[config.mk]
export PLATFORM = sky130hd
export DESIGN_NAME = dac_sample_arbiter
export DESIGN_NICKNAME = d
export VERILOG_FILES = /design/src/rtl/dac_sample_arbiter.sv
export SDC_FILE = /design/constraint.sdc
export NUM_CORES = 1
export LEC_CHECK = 0
export ABC_AREA = 0
export BUFFER_PORTS_ARGS = -buffer_cell sky130_fd_sc_hd__buf_2
export CAP_MARGIN = 10
export CORE_ASPECT_RATIO = 1.1
export CORE_MARGIN = 2
export CORE_UTILIZATION = 41
export CTS_CLUSTER_SIZE = 24
export DETAILED_ROUTE_END_ITERATION = 8
export GPL_TIMING_DRIVEN = 0
export PLACE_DENSITY = 0.74
export SLEW_MARGIN = 10
export SYNTH_ARGS = -nofsm -noshare
export SYNTH_HDL_FRONTEND = slang
export SYNTH_SLANG_ARGS = --single-unit
[constraint.sdc]
create_clock -name clk -period 1.8 [get_ports clk]
set_input_delay 0.36 -clock clk [delete_from_list [all_inputs] [get_ports clk]]
set_output_delay 0.36 -clock clk [all_outputs]
set_load 0.005 [all_outputs]
[src/rtl/dac_sample_arbiter.sv]
// Shares one 8-bit DAC between N_SRC sample sources. Divides clk down to the DAC
// sample clock and grants one slot per sample period, round-robin.
module dac_sample_arbiter #(
  parameter int         N_SRC     = 4,
  parameter int         DIV       = 10,
  parameter logic [7:0] IDLE_CODE = 8'h80
) (
  input  logic                     clk,
  input  logic                     rst_n,
  input  logic                     en,
  input  logic [N_SRC-1:0]         src_valid,
  input  logic [8*N_SRC-1:0]       src_data,
  output logic [N_SRC-1:0]         src_ready,
  output logic                     dac_clk,
  output logic [7:0]               dout,
  output logic [$clog2(N_SRC)-1:0] gnt_idx,
  output logic                     underrun
);

  localparam int IW = $clog2(N_SRC);
  localparam int CW = $clog2(DIV);
  localparam logic [CW-1:0] CNT_LAST = CW'(DIV - 1);
  localparam logic [CW-1:0] CNT_ARB  = CW'(DIV - 2);
  localparam logic [CW-1:0] CNT_RISE = CW'(DIV / 2 - 1);

  logic [CW-1:0]    r_cnt;
  logic             r_dac_clk;
  logic [7:0]       r_dout;
  logic [N_SRC-1:0] r_src_ready;
  logic [IW-1:0]    r_gnt_idx;
  logic             r_underrun;
  logic             r_gnt_vld;
  logic [IW-1:0]    r_gnt;
  logic [IW-1:0]    r_last_gnt;

  logic [IW-1:0]    w_win;
  logic             w_any;
  logic             w_gnt_valid;
  logic [7:0]       w_gnt_data;

  // Round-robin search: the source after the last one served has top priority.
  always_comb begin
    int            w_idx;
    logic [IW-1:0] w_sel;
    w_idx = 0;
    w_sel = '0;
    w_win = '0;
    w_any = 1'b0;
    for (int i = 1; i <= N_SRC; i++) begin
      w_idx = (int'(r_last_gnt) + i) % N_SRC;
      w_sel = w_idx[IW-1:0];
      if (!w_any && src_valid[w_sel]) begin
        w_any = 1'b1;
        w_win = w_sel;
      end
    end
  end

  assign w_gnt_valid = src_valid[r_gnt];
  assign w_gnt_data  = src_data[{r_gnt, 3'b000} +: 8];

  always_ff @(posedge clk) begin
    if (!rst_n) begin
      r_cnt       <= '0;
      r_dac_clk   <= 1'b0;
      r_dout      <= IDLE_CODE;
      r_src_ready <= '0;
      r_gnt_idx   <= '0;
      r_underrun  <= 1'b0;
      r_gnt_vld   <= 1'b0;
      r_gnt       <= '0;
      r_last_gnt  <= IW'(N_SRC - 1);
    end else if (!en) begin
      // Pending grant is dropped; dout and the round-robin pointer are kept.
      r_cnt       <= '0;
      r_dac_clk   <= 1'b0;
      r_src_ready <= '0;
      r_underrun  <= 1'b0;
      r_gnt_vld   <= 1'b0;
    end else begin
      r_cnt       <= (r_cnt == CNT_LAST) ? '0 : r_cnt + CW'(1);
      r_src_ready <= '0;
      r_underrun  <= 1'b0;

      if (r_cnt == CNT_RISE) begin
        r_dac_clk <= 1'b1;
      end

      if (r_cnt == CNT_ARB) begin
        r_gnt       <= w_win;
        r_gnt_vld   <= w_any;
        r_underrun  <= !w_any;
        r_src_ready <= w_any ? (N_SRC'(1) << w_win) : '0;
      end

      // Launch coincides with the falling dac_clk edge, centring dout on the rise.
      if (r_cnt == CNT_LAST) begin
        r_dac_clk <= 1'b0;
        r_gnt_vld <= 1'b0;
        if (r_gnt_vld && w_gnt_valid) begin
          r_dout     <= w_gnt_data;
          r_gnt_idx  <= r_gnt;
          r_last_gnt <= r_gnt;
        end else begin
          r_dout <= IDLE_CODE;
        end
      end
    end
  end

  assign src_ready = r_src_ready;
  assign dac_clk   = r_dac_clk;
  assign dout      = r_dout;
  assign gnt_idx   = r_gnt_idx;
  assign underrun  = r_underrun;

endmodule

==> results.md, run 1 <==
- Tightest Hold Check Type: in2reg
- Synth warn: 0
- Antenna violations before repair: 0
- IO Pins: 55
- TNS Setup: 0 ns
- Peak fanout along the critical path: 6
- F_max: about 670 MHz
- Post-CTS setup buffer count: 0
- Worst setup EP type: flop
- # DRC: 0
- Dpl hpwl: between 2000 and 2500 um
- Final setup vio count: 0
- I/O Buffers: 53
- Die height: a little over 60 um
- WL/cell: ~13 um
- Antenna diodes: 0
- Post-synth EDFFs: 0
- Htree depth: 1
- Row count: 21
- # resized after CTS: 0
- Unique masters post-synth: 33
- Total track usage: between 10% and 20%
- CTS tree: yes
- First-pass GRT wire length: around 4700 um
- CTS root buffer: clkbuf_4
- Slew margin rel.: between 60% and 70%
- Post-Syn Nets: 172
- Number of fill cells: 299
- Synth cell count leaders: dfxtp_1 (25), nand2_1 (24), nor2_1 (13)
- Sequential cell area: approximately 500 um2
- RSZ-0062 raised after global routing: false
- Critical Path RT: ~2.1 ns
- Clock sinks: 25
- CP Buf/Inv Count: 1
- Final WL: 2860 um
- Xor/xnor cell area share of the yosys netlist: under 10%
- Leak Pwr: 0.000702 uW
- Slew @ Worst Pin: slightly below 0.6 ns
- Seq/Total Area, Yosys: ~40%
- Area growth, synth to finish: 26.6%
- Largest net degree at the start of global routing: 14
- Status: complete, no violations
- Starting Density: 42.0%
- Mux contribution to synthesized area: 18.3%
- Compound-Gate Fraction of Synth Area: about an eighth
- Via density: 5.16
- Most frequent cell after synthesis: dfxtp_1
- Multi-input logic area: 689 um2
- Worst-path cell chain: inv_1 -> ha_1 -> and4b_2 -> nand2_1 -> or3_1 -> nor2_1
- Area share of and/or/nand/nor cells after synthesis: 19.1%
- Num CTS Buffers: 3
- Syn avg cell area: between 9 and 10 um2
- WP data arrival: between 1.5 and 2 ns
- Post-DRT Antenna Nets: 0
- Die ar.: 0.00353 mm2
- Fin cells: about 220
- Number of global-route vias before repair: 1078
- Minimum hold slack: roughly 0.33 ns
- Post-layout minimum cycle time: 1.50 ns
- Clock skew: 0.00314 ns
- Tot Pwr: just under 900 uW
- Pre-antenna DRT Iters: 4
- Syn Inst Count: 130
- Clk pin slew, worst setup/hold paths: 0.12 ns
- Synth area leader: dfxtp_1
- Initial drt markers: 35
- Worst-case clock buffer depth: 2
- #FFs+latches synth: 25
- Area contributors post-synth: dfxtp_1 (40%), mux4_2 (14%), nand2_1 (7.2%)
- Hold Fails Final Rpt: 0
- CP top delay family: simple AND/OR/NAND/NOR gates
- Vias after detailed routing: 1141
- Layout cells sized above 1: between 40% and 50%
- Syn Std Cell Area: approximately 0.0013 mm2
- Worst setup path class: reg2reg
- Total of max-cap violations: 0
- Gpl congestion: 0.750
- Final nets: 230
- Setup crit start kind: flop
- Die X: between 50 and 60 um
- Synth Flop Type: dfxtp_1
- Post-synth ARST share: 0%
- Synth top area share: 39.8%
- Hold buffer count at CTS: 0
- Skew-Pair Late Insertion Delay: between 0.3 and 0.4 ns
- Placeable Area: between 0.002 and 0.003 mm2
- Worst VDD drop: between 0.3 and 0.4 mV
- Grt total ovfl: 0
- CP max-delay cell: dfxtp_1
- Final Cycle Share: between 80% and 90%
- Post-Place Cells: around 220
- Power density over cell area: between 500 and 600 mW/mm2
- Final Slew Violations: 0
- Synth Area in Adders: roughly 3.0%
- Largest family of logic cells by synthesized area: simple AND/OR/NAND/NOR gates
- CP peak stage delay: roughly 0.37 ns
[tightest hold or removal path: cells and delay by family]
family	cells	cell delay [ns]
AND/OR/NAND/NOR	1	0.06
buffers and inverters	1	0.12
AO/OA/AOI/OAI	1	0.06
[state kept, by name, indices dropped and copies added, names as in the netlist]
name and cells:
dac_clk 1, dout 8, gnt_idx 2, r_cnt 4, r_gnt 2, r_gnt_vld 1, r_last_gnt 2, src_ready 4
underrun 1
[layer usage]
layer  GRT usage [%]  wire [um]
met1            20.1       1190
met2            31.4       1460
met3            3.52        171
met4            4.98         30
met5               0          0
[path summary, 6_finish.rpt]
path	from	end	slack, ns	cells past startpoint
hold / removal	rst_n	dout[0]$_SDFFE_PN0N_	0.33	3
setup / recovery	r_cnt[0]$_SDFF_PP0_	src_ready[1]$_SDFF_PP0_	0.30	6
setup reg to reg	r_cnt[0]$_SDFF_PP0_	src_ready[1]$_SDFF_PP0_	0.30	6
hold reg to reg	gnt_idx[1]$_SDFFE_PN0P_	gnt_idx[1]$_SDFFE_PN0P_	0.48	2
[through the flow]
step | worst slack, ns | area (um2) | util [%]
finish | 0.303 | 1590 | 53.1
global route | 0.224 | 1590 | 53.1
CTS | 0.281 | 1590 | 53.1
detailed placement | 0.315 | 1570 | 52.3
global placement | 0.367 | 1570 | 52.3
floorplan | 0.455 | 1260 | -
[area by class of cell]
| type | instances | area share, % |
|---|---|---|
| Timing Repair Buffer | 53 | 16.7 |
| Buffer | 6 | 2.83 |
| Clock buffer | 4 | 1.65 |
| Sequential cell | 25 | 31.4 |
| Multi-Input combinational cell | 93 | 43.3 |
| Tap cell | 34 | 2.67 |
| Inverter | 6 | 1.42 |
[power by group]
part	switching (uW)	internal [uW]	total, uW
combinational	40.3	54.3	94.7
clock	153	86.6	240
sequential	2.40	555	558
total	196	696	892
[layout by cell type (no fill, tap or decap), drive strengths merged, types with 3 or more instances in the layout]
cell / count
ha: 3
o22ai: 8
nor2: 14
buf: 58
nand3: 3
clkbuf: 5
nand2: 25
mux4: 8
inv: 6
o21ai: 3
mux2i: 5
dfxtp: 25
[cells by family (layout without fill, tap and decap cells)]
logic type	after synthesis	after routing
xor gates and xnor gates	2	2
muxes	13	13
DFF	25	25
adders and majority gates	3	3
AOI/OAI and AO/OA	23	23
and+or+nand+nor	52	52
buffers and inverters	12	69
(Power assumes the default switching activity.)
==> run 2, diff against run 1 <==
--- a/config.mk
+++ b/config.mk
@@ -5,7 +5,7 @@
 export SDC_FILE = /design/constraint.sdc
 export NUM_CORES = 1
 export LEC_CHECK = 0
-export ABC_AREA = 0
+export ABC_AREA = 1
 export BUFFER_PORTS_ARGS = -buffer_cell sky130_fd_sc_hd__buf_2
 export CAP_MARGIN = 10
 export CORE_ASPECT_RATIO = 1.1
@@ -14,7 +14,7 @@
 export CTS_CLUSTER_SIZE = 24
 export DETAILED_ROUTE_END_ITERATION = 8
 export GPL_TIMING_DRIVEN = 0
-export PLACE_DENSITY = 0.74
+export PLACE_DENSITY = 0.71
 export SLEW_MARGIN = 10
 export SYNTH_ARGS = -nofsm -noshare
 export SYNTH_HDL_FRONTEND = slang
==> constraint.sdc (replaced) <==
create_clock -name clk -period 1.55 [get_ports clk]
set_input_delay 0.31 -clock clk [delete_from_list [all_inputs] [get_ports clk]]
set_output_delay 0.31 -clock clk [all_outputs]
set_load 0.005 [all_outputs]
==> run 2 against run 1 <==
Against the previous run:
- the run now ends with negative setup slack left
- combinational power increased by 45%
- count of clock-buffer cells in the layout unchanged
- register-to-register slack got worse by 0.33 ns
- sequential power increased by 16%
- critical path depth increased by 6
- sequential share of layout area decreased by 5.1 points
- critical path type unchanged
- critical endpoint is now r_gnt[1]$_SDFFE_PN0P_
- largest cell class unchanged
==> results.md, run 2 <==
- Status: complete, but fails checks (was complete, no violations)
- Failing checks: negative setup slack
- Fin cells: 330 (was 221)
- Placeable Area: 0.00339 mm2 (was 0.00300 mm2)
- Clock sinks: 25 (unchanged)
- Synth warn: 0 (unchanged)
- Grt total ovfl: 0 (unchanged)
- Post-synth EDFFs: 0 (unchanged)
- Synth area leader: dfxtp_1 (unchanged)
- Clk pwr share: 27.2% (was 26.9%)
- Placed Area: 0.00180 mm2 (was 0.00157 mm2)
- Syn Inst Count: 219 (was 130)
- Dpl hpwl: 2730 um (was 2320 um)
- Synth cell count leaders: nand2_1 (46), dfxtp_1 (25), inv_1 (24), nor2_1 (24), o21ai_0 (19) (was dfxtp_1 (25), nand2_1 (24), nor2_1 (13))
- WL/cell: 11.4 um (was 12.9 um)
- Skew-Pair Late Insertion Delay: 0.32 ns (was 0.31 ns)
- Row count: 22 (was 21)
- IO Pins: 55 (unchanged)
- Largest net degree at the start of global routing: 14 (unchanged)
- Total of max-cap violations: 0 (unchanged)
- Post-Syn Nets: 261 (was 172)
- Post-Place Cells: 321 (was 217)
- Final Cycle Share: 102% (was 83.1%)
- CP peak stage delay: 0.35 ns (was 0.37 ns)
- Vias after detailed routing: 1631 (was 1141)
- Worst Setup Slack, final: -0.0278 ns (was 0.303 ns)
- Worst slack at placement: 0.0358 ns (was 0.315 ns)
- Htree depth: 1 (unchanged)
- Post-layout minimum cycle time: 1.58 ns (was 1.50 ns)
- Die ar.: 0.00408 mm2 (was 0.00353 mm2)
- Final nets: 325 (was 230)
- Post-synth ARST share: 0% (unchanged)
- Number of fill cells: 355 (was 299)
- CP top delay family: simple AND/OR/NAND/NOR gates (unchanged)
- Final Cell Area: 0.00192 mm2 (was 0.00159 mm2)
- Seq/Total Area, Yosys: 34.0% (was 39.8%)
- # DRC: 0 (unchanged)
- Most frequent cell after synthesis: nand2_1 (was dfxtp_1)
- Commonest cells after routing, fill and taps aside: buf_2 (55), nand2_1 (40), inv_1 (24) (was buf_2 (53), dfxtp_1 (25), nand2_1 (24))
- F_max: 634 MHz (was 668 MHz)
- CTS root buffer: clkbuf_4 (unchanged)
- CTS tree: yes (unchanged)
- #FFs+latches synth: 25 (unchanged)
- Hold Path Cell Cnt: 2 (was 3)
- Cell Int Power: 811 uW (was 696 uW)
- CP max-delay cell: dfxtp_2 (was dfxtp_1)
- Critical Path RT: 1.78 ns (was 2.06 ns)
- Worst-path cell chain: buf_6 -> buf_6 -> nand2_4 -> nand2_2 -> nand2_2 -> nand2_4 -> nor2_4 -> buf_4 -> nand3b_1 -> nand3_2 -> o21ai_0 -> inv_1 (was inv_1 -> ha_1 -> and4b_2 -> nand2_1 -> or3_1 -> nor2_1)
- Hold buffer count at CTS: 0 (unchanged)
- Syn Std Cell Area: 0.00147 mm2 (was 0.00126 mm2)
- Syn avg cell area: 6.72 um2 (was 9.67 um2)
- Setup crit start kind: flop (unchanged)
- I/O Buffers: 54 (was 53)
- Slew @ Worst Pin: 0.514 ns (was 0.578 ns)
- Logic pwr share: 12.7% (was 10.6%)
- Die height: 66.8 um (was 62.1 um)
- Worst VDD drop: 0.320 mV (was 0.315 mV)
- Sw Pwr: 267 uW (was 196 uW)
- Final setup vio count: 4 (was 0)
- Antenna diodes: 0 (unchanged)
- Final WL: 3780 um (was 2860 um)
- Unique masters post-synth: 27 (was 33)
- Power density over cell area: 563 mW/mm2 (was 561 mW/mm2)
- CP Buf/Inv Count: 4 (was 1)
- Num CTS Buffers: 3 (unchanged)
- Sequential share of power: 60.1% (was 62.5%)
- Hold Fails Final Rpt: 0 (unchanged)
- Initial drt markers: 100 (was 35)
- Final core utilization: 56.6% (was 53.1%)
- Synth top area share: 34.0% (was 39.8%)
- Number of global-route vias before repair: 1405 (was 1078)
- Clk pin slew, worst setup/hold paths: 0.13 ns (was 0.12 ns)
- Synth Flop Type: dfxtp_1 (unchanged)
- RSZ-0062 raised after global routing: true (was false)
- Via density: 4.94 (was 5.16)
- Area contributors post-synth: dfxtp_1 (34%), nand2_1 (12%), o21ai_0 (6.5%) (was dfxtp_1 (40%), mux4_2 (14%), nand2_1 (7.2%))
- Post-DRT Antenna Nets: 0 (unchanged)
- Peak fanout along the critical path: 6 (unchanged)
- Most common cell after layout, fill and taps aside: buf_2 (unchanged)
- Switching share of power: 24.8% (was 22.0%)
- Pre-antenna DRT Iters: 4 (unchanged)
- Total track usage: 19.0% (was 16.9%)
- Tightest Hold Check Type: in2reg (unchanged)
- Tot Pwr: 1080 uW (was 892 uW)
- Area growth, synth to finish: 30.3% (was 26.6%)
- Largest register FFs: 8 (unchanged)
- First-pass GRT wire length: 5990 um (was 4700 um)
- Slew margin rel.: 65.7% (was 61.1%)
- Die X: 61.1 um (was 56.8 um)
- Starting Density: 43.5% (was 42.0%)
- WP data arrival: 1.81 ns (was 1.75 ns)
- Worst-case clock buffer depth: 2 (unchanged)
- Leak Pwr: 0.000935 uW (was 0.000702 uW)
- Clock skew: 0.00245 ns (was 0.00314 ns)
- Final Slew Violations: 0 (unchanged)
- Layout cells sized above 1: 37.2% (was 40.1%)
- Worst setup EP type: flop (unchanged)
- R2R cell count: 12 (was 6)
- Worst setup path class: reg2reg (unchanged)
- Antenna violations before repair: 0 (unchanged)
- CP Depth: 12 (was 6)
- Gpl congestion: 0.804 (was 0.750)
## run 2: timing repair
action / 4_1_cts / 5_1_grt
endpoints found under the hold margin: 0 / 0
gates resized for setup: 0 / 20
endpoints found under the setup margin: 0 / 15
buffers inserted: 0 / 5
## run 2: power groups by stage
stage               registers (uW)  clock network, uW  logic [uW]
global placement               662                  0         123
floorplan                      662                  0        62.6
CTS                            648                306         125
finish                         648                294         137
global route                   649                336         152
detailed placement             662                  0         124
## run 2: worst paths after layout
path / start / end / slack (ns)
max: r_last_gnt[0]$_SDFFE_PN1P_ / r_gnt[1]$_SDFFE_PN0P_ / -0.03
min: rst_n / dout[7]$_SDFFE_PN1N_ / 0.21
min reg2reg: dac_clk$_SDFFE_PP0N_ / dac_clk$_SDFFE_PP0N_ / 0.46
max reg2reg: r_last_gnt[0]$_SDFFE_PN1P_ / r_gnt[1]$_SDFFE_PN0P_ / -0.03
## run 2: final cells by class
class | count | area [um2] | share of cell area [%]
repair buffers | 59 | 312 | 16.3
plain buffers | 7 | 53.8 | 2.81
inverters | 28 | 113 | 5.87
flip-flops and latches | 25 | 504 | 26.3
well taps | 48 | 60.1 | 3.13
clock buffers | 4 | 26.3 | 1.37
multi-input cells | 159 | 848 | 44.3
## run 2: layer usage
layer	vias up	GRT usage [%]	share of wire [%]
met4	0	4.89	0.50
met5	-	0	0
met2	57	32.8	49
li1	837	-	-
met1	735	24.1	44
met3	2	2.91	6.3
## run 2: kinds of logic after synthesis
family          count (synthesis)  synth area share [%]
fa+ha+maj                       3                  2.55
buf+inv                        35                  11.1
simple gates                  103                  32.2
flops                          25                  34.0
xor+xnor                        1                 0.595
compound gates                 52                  19.5
## run 2: through the flow
| stage | hold slack, ns | setup TNS, ns |
|---|---|---|
| after global placement | 0.432 | 0 |
| after global routing | 0.192 | -0.480 |
| final | 0.209 | -0.0862 |
| after detailed placement | 0.448 | 0 |
| after floorplan | 0.379 | 0 |
| after CTS | 0.203 | 0 |
